===== src/rtl/regfile_arb_pkg.sv =====
// regfile_arb_pkg: shared constants for the register-file write-port arbiter
package regfile_arb_pkg;
    localparam logic REQ_A = 1'b0;
    localparam logic REQ_B = 1'b1;
    localparam int DATA_W = 32;
    localparam int ADDR_W = 5;
    localparam logic [4:0] ZERO_REG = 5'd0;
endpackage


===== src/rtl/rr_arbiter2.sv =====
// rr_arbiter2: two-input round-robin arbiter, priority goes to whoever did not win last
module rr_arbiter2
    import regfile_arb_pkg::*;
(
    input  logic       clk,
    input  logic       rst_n,
    input  logic [1:0] req,
    input  logic       en,
    output logic [1:0] gnt
);
    logic last_grant;
    // one-hot grant: a lone requester wins, contention goes to the one not granted last
    always_comb begin
        gnt = '0;
        gnt[REQ_A] = en & req[REQ_A] & (~req[REQ_B] | (last_grant == REQ_B));
        gnt[REQ_B] = en & req[REQ_B] & (~req[REQ_A] | (last_grant == REQ_A));
    end
    // remember the last winner; reset to B so A has first priority
    always_ff @(posedge clk or negedge rst_n) begin
        if (!rst_n)
            last_grant <= REQ_B;
        else if (|gnt)
            last_grant <= gnt[REQ_B];
    end
endmodule


===== src/rtl/regfile_wport_arbiter.sv =====
// regfile_wport_arbiter: shares the register-file write port between ALU (A) and load (B) writeback
module regfile_wport_arbiter #(
    parameter int DATA_W = regfile_arb_pkg::DATA_W,
    parameter int ADDR_W = regfile_arb_pkg::ADDR_W,
    parameter int CNT_W  = 8
) (
    input  logic              clk,
    input  logic              rst_n,
    input  logic              hold,
    input  logic              a_valid,
    input  logic [ADDR_W-1:0] a_addr,
    input  logic [DATA_W-1:0] a_data,
    output logic              a_ready,
    input  logic              b_valid,
    input  logic [ADDR_W-1:0] b_addr,
    input  logic [DATA_W-1:0] b_data,
    output logic              b_ready,
    output logic              wr_en,
    output logic [ADDR_W-1:0] wr_addr,
    output logic [DATA_W-1:0] wr_data,
    output logic              sel,
    output logic [CNT_W-1:0]  coll_cnt
);
    import regfile_arb_pkg::*;
    logic [1:0]        gnt;
    logic              g_sel;
    logic [ADDR_W-1:0] g_addr;
    logic [DATA_W-1:0] g_data;
    logic              coll;
    rr_arbiter2 u_arb (
        .clk   (clk),
        .rst_n (rst_n),
        .req   ({b_valid, a_valid}),
        .en    (~hold & rst_n),
        .gnt   (gnt)
    );
    assign a_ready = gnt[REQ_A];
    assign b_ready = gnt[REQ_B];
    assign g_sel   = gnt[REQ_B];
    assign g_addr  = g_sel ? b_addr : a_addr;
    assign g_data  = g_sel ? b_data : a_data;
    assign coll    = a_valid & b_valid & ~hold;
    // register the winning write; $zero is consumed but never enabled, no-grant cycles hold the payload
    always_ff @(posedge clk or negedge rst_n) begin
        if (!rst_n) begin
            wr_en   <= 1'b0;
            wr_addr <= '0;
            wr_data <= '0;
            sel     <= 1'b0;
        end else begin
            wr_en <= |gnt && g_addr != ADDR_W'(ZERO_REG);
            if (|gnt) begin
                wr_addr <= g_addr;
                wr_data <= g_data;
                sel     <= g_sel;
            end
        end
    end
    // saturating count of unheld cycles where both requesters compete
    always_ff @(posedge clk or negedge rst_n) begin
        if (!rst_n)
            coll_cnt <= '0;
        else if (coll && !(&coll_cnt))
            coll_cnt <= coll_cnt + 1'b1;
    end
endmodule


===== config.mk =====
export PLATFORM = sky130hd
export DESIGN_NAME = regfile_wport_arbiter
export DESIGN_NICKNAME = d
export VERILOG_FILES = /design/src/rtl/regfile_arb_pkg.sv /design/src/rtl/rr_arbiter2.sv /design/src/rtl/regfile_wport_arbiter.sv
export SDC_FILE = /design/constraint.sdc
export NUM_CORES = 1
export LEC_CHECK = 0
export ABC_AREA = 1
export BUFFER_PORTS_ARGS = -buffer_cell sky130_fd_sc_hd__clkbuf_2
export CORE_UTILIZATION = 48
export DETAILED_ROUTE_END_ITERATION = 12
export GPL_ROUTABILITY_DRIVEN = 0
export HOLD_SLACK_MARGIN = 0.08
export PLACE_DENSITY = 0.85
export SYNTH_ARGS = -nofsm -noshare
export SYNTH_HDL_FRONTEND = slang
export SYNTH_HIERARCHICAL = 1
export SYNTH_SLANG_ARGS = --single-unit

===== constraint.sdc =====
create_clock -name clk -period 2.12 [get_ports clk]
set_input_delay 0.212 -clock clk [delete_from_list [all_inputs] [get_ports clk]]
set_output_delay 0.212 -clock clk [all_outputs]
set_load 0.01 [all_outputs]

Word level (Yosys, flattened, before mapping)
Cells that the tools add are included.
W data, S select, Z words.
- register bits: 48
- latch bits: 0
- RAM bits: 0
- memory bits (read-only): 0
- input port bits: 79
- output and inout bits: 49
- logic and storage cells: 28
- memories kept: 0
- add/subtract/negate cells: 1
- $mul: 0
- div/mod/pow operators: 0
- magnitude comparators: 0
- equal/unequal tests: 0
- shifts and indexed selects: 0
- multiplexer cells: 2
- bitwise logic cells: 13
- reduce and logical (&&, ||, !) cells: 6
- operator list (kind ; number):
    $mux W32 ; 1
    $add A8 B1 Y8 const B ; 1
    $reduce_and A8 Y1 ; 1
    $and A1 B1 Y1 ; 7
    $mux W5 ; 1
    $reduce_bool A5 Y1 ; 1
    $not A1 Y1 ; 4
    $logic_and A1 B1 Y1 ; 2
    $or A1 B1 Y1 ; 2
    $reduce_or A2 Y1 ; 1
    $logic_not A1 Y1 ; 1

Depth between registers and ports, before layout
- depth in word-level cells: 7
- gate-level depth with buffers: 12
- mapped depth without buffers: 12

By module
The synthesis kept the hierarchy.
- by module, submodules not included (module ; times used ; cells an instance ; area each (um2) ; seq. area each (um2)):
    regfile_wport_arbiter ; 1 ; 294 ; 2290.9 ; 1176.1
    rr_arbiter2 ; 1 ; 11 ; 65.1 ; 26.3

Worst setup path after synthesis
OpenSTA, ideal clock, no wires.
- kind: register -> register
- start: reg u_arb.last_grant
- end: reg wr_data[10]
- library setup time: 0.068 ns
- arrival time: 1.467 ns
- required time: 2.052 ns
- slack: 0.585 ns
- stages on the path, launching flop included: 7
- path buffers: 2
- clock period less this slack: 1.535 ns
- cell sequence: dfstp_2 > inv_1 > a21oi_1 > buf_2 > buf_1 > nand3_1 > nand3_1
- elaborated cells on any way between the ends: 7
- those cells by class: 1 x mux; 5 x bitwise; 1 x reduce/logical
- RTL lines (what ; line ; source):
    start, declared ; rr_arbiter2.sv:11 ; logic last_grant;
    start signal, assigned ; rr_arbiter2.sv:23 ; last_grant <= gnt[REQ_B];
    $or A1 B1 Y1 ; rr_arbiter2.sv:15 ; gnt[REQ_A] = en & req[REQ_A] & (~req[REQ_B] | (last_grant == REQ_B));
    $and A1 B1 Y1 ; rr_arbiter2.sv:15 ;
    named net a_ready ; regfile_wport_arbiter.sv:13 ; output logic a_ready,
    $reduce_or A2 Y1 ; regfile_wport_arbiter.sv:52 ; if (|gnt) begin
    end signal, assigned ; regfile_wport_arbiter.sv:54 ; wr_data <= g_data;
    end, declared ; regfile_wport_arbiter.sv:20 ; output logic [DATA_W-1:0] wr_data,
The timed path passes the listed nets, and every way through them passes these cells.
A chain may end at the register's enable or synchronous reset.

Final worst setup path
- start: in rst_n
- end: out a_ready
- longest elaborated chain between the ends: 3
- RTL lines (what ; line ; source):
    start, declared ; regfile_wport_arbiter.sv:8 ; input logic rst_n,
    $and A1 B1 Y1 ; regfile_wport_arbiter.sv:34 ; .en (~hold & rst_n),
    $and A1 B1 Y1 (2 in series) ; rr_arbiter2.sv:15 ;
    end, declared ; regfile_wport_arbiter.sv:13 ;
No other way between the ends.

==> flow_metrics.tcl <==
set metrics [dict create \
    critPathBufInv 5 \
    critPathKind "in2out" \
    ant_nets 0 \
    ys_ff_latch 48 \
    vias 2447 \
    start_util 0.499 \
    synth_area_sq_um 2360 \
    hold_viol 0 \
    crit_path_max_fanout 13 \
    first_pass_iters 4 \
    synth-xor-area-share 0.00743 \
    grt_pass1_vias 2224 \
    drv_cap 0 \
    clkLatencyLatePin_ns 0.31 \
    period_share 0.917 \
    via_per_inst 4.89 \
    synthAdderAreaFrac 0.00531 \
    area_growth_pct 34.4 \
    htreeDepth 2 \
    slew_headroom 0.604 \
    first_iter_violations 133 \
    hp-class "in2reg" \
    rows 25 \
    fill_cells 401 \
    cts_buffers 5 \
    remaining_drc_errors 0 \
    fin_total_pwr_mw 2.54 \
    crit_slowest_cell "dlygate4sd3_1" \
    tightest_slew_ns 0.594 \
    tns_ns 0 \
    crit_family "buffers and inverters" \
    synth_top_family_by_area "simple AND/OR/NAND/NOR gates" \
    slowest_delay_ns 0.52 \
    cts_root_buffer "clkbuf_8" \
    worstPathRequired_ns 1.91 \
    critPathArrivalTime_ns 1.73 \
    finalCriticalPeriod_ns 1.94 \
    yosys_warnings 6 \
    core-area_sq_um 4720 \
    yosysSeqAreaShare 0.510 \
    reg2reg_depth 7 \
    post_dp_cell_area_sq_um 3060 \
    nets 512 \
    synth_nets 385 \
    cts_tree "done" \
    holdPathStages 3 \
    leakage_nw 1.78 \
    avgRoutedWirePerCell_um 12.0 \
    drive_gt1_frac 0.353 \
    synth_compound_area_frac 0.0271 \
    wl_mm 5.98 \
    die_height_um 72.1 \
    fmax_ghz 0.514 \
    clkTransAtPathRegs_ns 0.10 \
    cp.depth 8 \
    rsz0062_at_grt "false" \
    p_per_area_nw_per_um2 801 \
    syn_inst 305 \
    cp-start-kind "input pin" \
    grt_pass1_wl_mm 9.87 \
    cts_setup_buffers 0 \
    fin_area_sq_um 3170 \
    path_cells "dlygate4sd3_1, clkbuf_2, inv_1, nor2_1, nand2_1, a21oi_2, buf_4, clkbuf_2" \
    antenna_found_initial 0 \
    port_buffers 127 \
    final-setup-viol-count 0 \
    synth.area.mux_share 0 \
    ir_worst_vdd_v 0.000358 \
    grt.total_usage 0.242 \
    syn_avg_cell_area_sq_um 7.72 \
    clock_sinks 48 \
    synthSimpleGateAreaFrac 0.375 \
    multiInputGateArea_sq_um 981 \
    skew_ns 0.0114 \
    io_pins 128 \
    endpoint_kind "primary output" \
    worst_path_most_repeated_cell "clkbuf_2" \
    overflow 0 \
    clk_path_buf_depth 2 \
    status "finished, final reports clean" \
    finalMaxSlewViolations 0 \
    grt_max_degree 49 \
    n_antenna_cell 0 \
    dieArea_sq_um 5190 \
    rrSetupSlack_ns 0.47 \
    register_area_sq_um 1200 \
    die_x_um 72.1 \
    ys_types 22 \
    place_hpwl_mm 4.53 \
]
what timing repair did:
action,4_1_cts,5_1_grt
setup endpoints to repair,0,1
gates resized for setup,0,1
hold buffers,1,0
endpoints found under the hold margin,47,0
worst register-to-register path, stage by stage, from the launching register on:
cell	delay [ns]
dfstp_2	0.55
nand2_1	0.05
nand2_1	0.09
inv_2	0.10
inv_2	0.31
buf_4	0.27
nand3_1	0.10
nand3_1	0.11
stage by stage:
stage / util / hold WS (ns) / setup slack (ns) / std cells
final: 0.670 / 0.113 / 0.175 / 500
after CTS: 0.670 / 0.110 / 0.0529 / 500
after global placement: 0.647 / 0.386 / 0.478 / 491
after floorplan: - / -0.0836 / 0.585 / 305
after global routing: 0.670 / 0.111 / 0.0838 / 500
after detailed placement: 0.647 / 0.387 / 0.404 / 491
routing by layer:
layer	GRT usage	part of all wire	vias up
li1	-	-	1224
met1	0.300	0.42	1104
met2	0.422	0.50	106
met3	0.0458	0.059	13
met4	0.0850	0.022	0
met5	0	0	-
power by group:
part | internal [mW] | total, mW | switching, mW | leakage [nW]
sequential | 1.11 | 1.25 | 0.136 | 0.598
combinational | 0.311 | 0.707 | 0.396 | 1.14
clock | 0.264 | 0.582 | 0.318 | 0.0434
total | 1.69 | 2.54 | 0.850 | 1.78
cell type report:
class	count	share of cell area
clock buffer	6	0.0261
multi-input combinational	219	0.310
tap	67	0.0265
timing repair buffer	136	0.227
sequential	48	0.380
clock inverter	2	0.00474
inverter	22	0.0261
placed cells by master, fill, tap and decap left out, drive strengths merged:
cell type and count:
a21oi 1, buf 8, clkbuf 133, clkinvlp 2, dfrtp 47, dfstp 1
dlygate4sd3 1, ha 1, inv 22, nand2 120, nand3 75, nor2 10
o21ai 8, o21bai 2, xnor2 2
flip-flops by register name, summed over array words and instances (netlist names):
name / count
wr_addr: 5
wr_data: 32
coll_cnt: 8
wr_en: 1
u_arb/last_grant: 1
sel: 1
synthesized netlist by cell type (all sizes together):
| cell type | instances | area, sq um |
|---|---|---|
| a21oi | 1 | 5.00 |
| nand3 | 75 | 375 |
| o21ai | 8 | 43.8 |
| inv | 22 | 82.6 |
| o21bai | 2 | 15.0 |
| nor2 | 10 | 47.6 |
| dfrtp | 47 | 1180 |
| dfstp | 1 | 26.3 |
| ha | 1 | 12.5 |
| xnor2 | 2 | 17.5 |
| nand2 | 120 | 460 |
| buf | 15 | 90.1 |
| clkbuf | 1 | 3.75 |
worst paths after layout:
kind	startpoint	endpoint
min in group asynchronous	rst_n	wr_addr[4]
worst min register to register	wr_data[25]	wr_data[25]
worst min-delay path	b_data[9]	wr_data[9]
worst max-delay path	rst_n	a_ready
max in group asynchronous	rst_n	wr_addr[0]
worst max register to register	u_arb/last_grant	wr_data[31]
cells by family after synthesis:
group | after synthesis
simple gates | 205
flops | 48
buf+inv | 38
compound gates | 11
xor+xnor | 2
fa+ha+maj | 1
(Power assumes the default switching activity.)
